File: src/rtl/alu_pkg.sv
// Shared encodings for the streaming add/multiply unit.
`timescale 1ns/1ps
package alu_pkg;

    localparam int W_DEFAULT  = 32;
    localparam int TW_DEFAULT = 4;

    localparam logic OP_ADD = 1'b0;
    localparam logic OP_MUL = 1'b1;

    typedef enum logic [1:0] {
        IDLE = 2'd0,
        MUL  = 2'd1,
        DONE = 2'd2
    } state_t;

endpackage

File: src/rtl/alu_booth_mul.sv
// Radix-2 Booth multiplier: one step per clock, W steps per product.
`timescale 1ns/1ps
module alu_booth_mul #(
    parameter int W = 32
) (
    input  logic           clk,
    input  logic           rst,
    input  logic           start,
    input  logic [W-1:0]   a,
    input  logic [W-1:0]   b,
    output logic           done,
    output logic [2*W-1:0] product
);

    localparam int CW = (W > 1) ? $clog2(W) : 1;

    // pr = {acc[W:0], multiplier[W-1:0], q}; the extra acc bit keeps
    // subtracting the most-negative multiplicand exact.
    logic [W-1:0]   mcand;
    logic [2*W+1:0] pr;
    logic [2*W+1:0] pr_next;
    logic [W:0]     acc_cur;
    logic [W:0]     acc_add;
    logic [CW-1:0]  cnt;
    logic           busy;

    always_comb begin
        acc_cur = pr[2*W+1:W+1];
        acc_add = acc_cur;
        case (pr[1:0])
            2'b01:   acc_add = acc_cur + {mcand[W-1], mcand};
            2'b10:   acc_add = acc_cur - {mcand[W-1], mcand};
            default: acc_add = acc_cur;
        endcase
        pr_next = {acc_add[W], acc_add, pr[W:1]};
    end

    assign done    = busy && (cnt == CW'(W - 1));
    assign product = pr_next[2*W:1];

    always_ff @(posedge clk) begin
        if (rst) begin
            mcand <= '0;
            pr    <= '0;
            cnt   <= '0;
            busy  <= 1'b0;
        end else if (start) begin
            mcand <= a;
            pr    <= {{(W+1){1'b0}}, b, 1'b0};
            cnt   <= '0;
            busy  <= 1'b1;
        end else if (busy) begin
            pr  <= pr_next;
            cnt <= cnt + 1'b1;
            if (done) begin
                busy <= 1'b0;
            end
        end
    end

endmodule

File: src/rtl/alu_stream_unit.sv
// Streaming signed add/multiply with valid/ready handshakes and lane tags.
`timescale 1ns/1ps
module alu_stream_unit
    import alu_pkg::*;
#(
    parameter int W  = W_DEFAULT,
    parameter int TW = TW_DEFAULT
) (
    input  logic          clk,
    input  logic          rst,
    input  logic          in_valid,
    output logic          in_ready,
    input  logic [W-1:0]  in_a,
    input  logic [W-1:0]  in_b,
    input  logic          in_op,
    input  logic [TW-1:0] in_tag,
    output logic          out_valid,
    input  logic          out_ready,
    output logic [W-1:0]  out_lo,
    output logic [W-1:0]  out_hi,
    output logic [TW-1:0] out_tag,
    output state_t        dbg_state
);

    // Handshakes: a beat moves on a rising edge only when valid && ready;
    // in_ready = IDLE and out_valid = DONE, so a result is never overlapped
    // with a new accept and the DONE payload holds until consumed.
    state_t         state;
    logic [2*W-1:0] sum;
    logic [2*W-1:0] product;
    logic           mul_start;
    logic           mul_done;

    assign in_ready  = (state == IDLE);
    assign out_valid = (state == DONE);
    assign dbg_state = state;

    assign sum       = {{W{in_a[W-1]}}, in_a} + {{W{in_b[W-1]}}, in_b};
    assign mul_start = in_ready && in_valid && (in_op == OP_MUL);

    alu_booth_mul #(.W(W)) u_mul (
        .clk     (clk),
        .rst     (rst),
        .start   (mul_start),
        .a       (in_a),
        .b       (in_b),
        .done    (mul_done),
        .product (product)
    );

    always_ff @(posedge clk) begin
        if (rst) begin
            state   <= IDLE;
            out_lo  <= '0;
            out_hi  <= '0;
            out_tag <= '0;
        end else begin
            case (state)
                IDLE: begin
                    if (in_valid) begin
                        out_tag <= in_tag;
                        if (in_op == OP_ADD) begin
                            {out_hi, out_lo} <= sum;
                            state            <= DONE;
                        end else begin
                            state <= MUL;
                        end
                    end
                end
                MUL: begin
                    if (mul_done) begin
                        {out_hi, out_lo} <= product;
                        state            <= DONE;
                    end
                end
                DONE: begin
                    if (out_ready) begin
                        state <= IDLE;
                    end
                end
                default: state <= IDLE;
            endcase
        end
    end

endmodule

File: config.mk
export PLATFORM = sky130hd
export DESIGN_NAME = alu_stream_unit
export DESIGN_NICKNAME = d
export VERILOG_FILES = /design/src/rtl/alu_pkg.sv /design/src/rtl/alu_booth_mul.sv /design/src/rtl/alu_stream_unit.sv
export SDC_FILE = /design/constraint.sdc
export NUM_CORES = 1
export LEC_CHECK = 0
export BUFFER_PORTS_ARGS = -buffer_cell sky130_fd_sc_hd__buf_2
export CORE_ASPECT_RATIO = 0.9
export CORE_MARGIN = 3
export CORE_UTILIZATION = 50
export CTS_CLUSTER_DIAMETER = 40
export CTS_CLUSTER_SIZE = 30
export DETAILED_ROUTE_END_ITERATION = 12
export GPL_TIMING_DRIVEN = 0
export HOLD_SLACK_MARGIN = 0.06
export PLACE_DENSITY = 0.7
export SYNTH_ARGS = -nofsm -noshare
export SYNTH_HDL_FRONTEND = slang
export SYNTH_HIERARCHICAL = 1
export SYNTH_SLANG_ARGS = --single-unit
File: constraint.sdc
create_clock -name clk -period 5.1 [get_ports clk]
set_input_delay 0.51 -clock clk [delete_from_list [all_inputs] [get_ports clk]]
set_output_delay 0.51 -clock clk [all_outputs]
set_load 0.005 [all_outputs]
==> results by group <==
Die
  – Chip height: 151 µm
  – Area of the die: 25400 µm²
  – Die X: ~170 µm
  – Starting density of the core: about half
  – Core box area: approximately 23000 µm²
  – Std-Cell Rows: 52
  – IO Pins: 145

Critical path
  – CP endpoint kind: flop
  – Critical path arrival: 5160 ps
  – CP max FO: 6
  – Slowest-stage cell, CP: or3_4
  – CP bufs+invs: 0
  – CP startpoint kind: flop
  – CP max stage delay: approximately 440 ps
  – CP top delay family: simple AND/OR/NAND/NOR gates
  – Worst path cell trace: or3_4 -> nor3b_4 -> nor3b_4 -> nand2_4 -> o41ai_1 -> xor2_1 -> ha_1 -> a21o_1 -> a211o_1 -> or3_1 -> nor3_2 -> nor4_1 -> a211oi_1 -> xor2_1 -> o21ai_1 -> nand2_1 -> a211oi_1
  – Worst EP required: between 5000 and 6000 ps
  – CP Class: flop to flop

Synth
  – Top cells by area, synth: dfxtp_1 (30%), nor2_1 (7.6%), mux2i_1 (7.5%), ha_1 (7.2%), a21oi_1 (5.8%)
  – Top-count cell post-synth: nor2_1
  – Synth async-reset ratio: 0%
  – Syn Area/Cell: ~8 µm²
  – Synth Net Count: between 1500 and 2000
  – Post-Syn Area: 11700 µm²
  – Distinct cells, synth: 87
  – Flops & latches, synth: roughly 170
  – Post-synth top area share: approximately 30%
  – Post-synth EDFFs: 0
  – Top cells by count, synth: nor2_1 (237), dfxtp_1 (173), nand2_1 (138)
  – Synth Flop Type: dfxtp_1
  – Post-Syn Instances: 1481
  – Post-synth top area cell: dfxtp_1
  – Ys Warns: 6
  – Sequential-to-total area share from yosys stat: between 20% and 30%

Finish
  – Seq. cell area: roughly 3500 µm²
  – Fin area: between 10000 and 15000 µm²
  – Layout overhead on the synthesized area: 14.2%
  – Ratio of cells with drive above 1 in the final layout: 16.2%
  – Final core occ: ~59%
  – Fill cells: 2170
  – Antenna Cells: 0
  – Layout net count: around 1800
  – Multi-input gate area: 7550 µm²
  – Cell Count, Final, Fillers Out: between 1500 and 2000

CTS
  – Insertion delay to the later sink of the worst-skew pair: approximately 440 ps
  – Root Buffer: clkbuf_16
  – Clock Pin Slew Worst Setup and Hold Paths: around 80 ps
  – Clk sinks: between 150 and 200
  – CTS buffer count: 17
  – Setup repair bufs after CTS: 0
  – H-tree Lvls: 4
  – Clock buffer depth: 2
  – TritonCTS clock tree: yes

Routing
  – Max layer used: met4
  – WL met3: about 3200 µm
  – ANT nets after route: 0
  – WL met1: between 15000 and 20000 µm
  – Vias per cell: approximately 5.9
  – DR iter-0 viols: approximately 1000
  – DR pass1 iterations: 6
  – WL/cell: 19.7 µm
  – Routed wire length: between 30000 and 40000 µm
  – WL met2: 16000 µm
  – Drt drc: 0
  – DR vias: about 12000

STA
  – Worst-Margin Slew: just over 1000 ps
  – Hold_ws: 311 ps
  – Final Hold Fails: 0
  – TNS Setup: 0 ps
  – Final period util: between 90 and 100%
  – Slew HR: a little under a third
  – Clock Skew: about 13 ps
  – Worst Slack Setup Final: ~280 ps
  – Final Max Slew Viols: 0
  – Peak Freq: roughly 0.21 GHz
  – RSZ-0062 raised after global routing: no
  – Endpoints failing setup: 0
  – Crit path time final: approximately 4800 ps

Power
  – Cell Pwr Density: slightly above 300 nW/µm²
  – Total power: about 4.1 mW
  – P_leak: between 5 and 6 nW
  – Worst VDD drop: 0.000213 V

Place
  – Port Buf Inserts: 144
  – Area of placed instances: approximately 13000 µm²
  – Placer congestion estimate: 0.955
  – Hpwl dp: roughly 29000 µm
  – Place WS: approximately 200 ps
  – Placed cell count: 1922

Flow run
  – Maxcap violations: 0

GRT
  – Overall global routing resource usage: 29.6%
  – Gr ovfl total: 0
  – Initial antenna violation count: 0
  – Largest net degree at the start of global routing: 18
  – Vias in the first global route: between 10000 and 15000
  – First-pass GRT wire length: 58900 µm

Min path
  – Hold WC Path Type: input pin to flop

Outcome
  – Status: completed
-- tightest hold or removal path: stages --
cell	delay (ps)
buf_2	70
mux2i_1	60
nor2_1	80
-- area by class of cell --
cell class                      instances  area share (%)
Buffer                                112            4.57
Clock buffer                           17            3.17
Clock inverter                         15           0.961
Inverter                               35           0.980
Multi-Input combinational cell       1161            56.3
Sequential cell                       173            25.8
Tap cell                              297            2.77
Timing Repair Buffer                  144            5.37
-- layout by cell type, fill, tap and decap left out, types with 34 or more instances in the layout --
cell and count:
xnor2_1 49, o21ai_0 66, nand2_1 138, a21oi_1 135, mux2i_1 88, clkbuf_1 51
inv_1 34, buf_2 148, nor2_1 237, dfxtp_1 173, a211oi_1 44, ha_1 68
-- path summary, 6_finish.rpt --
| path | slack, ps | depth (start not counted) | start | end |
|---|---|---|---|---|
| worst min register to register | 440 | 2 | out_lo[24]$_SDFFE_PP0P_ | out_lo[24]$_SDFFE_PP0P_ |
| worst min-delay path | 310 | 3 | in_tag[3] | out_tag[3]$_SDFFE_PP0P_ |
| worst max-delay path | 280 | 17 | u_mul/mcand[2]$_SDFFE_PP0P_ | out_hi[30]$_SDFFE_PP0P_ |
| worst max register to register | 280 | 17 | u_mul/mcand[2]$_SDFFE_PP0P_ | out_hi[30]$_SDFFE_PP0P_ |
-- logic make-up after synthesis --
group	synth area share, %
fa+ha+maj	7.59
simple gates	19.3
compound gates	23.6
flops	29.5
xor+xnor	5.81
mux	7.89
buf+inv	6.33
-- power by group --
| group | leakage (nW) | switching, mW | internal (mW) |
|---|---|---|---|
| clock | 0.265 | 0.641 | 0.642 |
| sequential | 1.41 | 0.0643 | 1.43 |
| combinational | 4.04 | 0.801 | 0.537 |
-- flip-flops by register name, indices dropped and copies added, names as in the netlist --
register,cells
out_lo,32
out_hi,32
u_mul/pr,65
out_tag,4
dbg_state,2
u_mul/cnt,5
u_mul/mcand,32
u_mul/busy,1
-- routing by layer --
metal | vias to the layer above | GRT usage, %
li1 | 5581 | -
met1 | 5399 | 43.8
met2 | 469 | 43.6
met3 | 74 | 5.56
met4 | 0 | 9.24
met5 | - | 0
-- what timing repair did --
item | CTS | global route
resized for setup | 0 | 6
endpoints found under the hold margin | 0 | 0
endpoints found under the setup margin | 0 | 1
hold buffers | 0 | 0
Note: power is estimated with default switching activity, not from simulation.
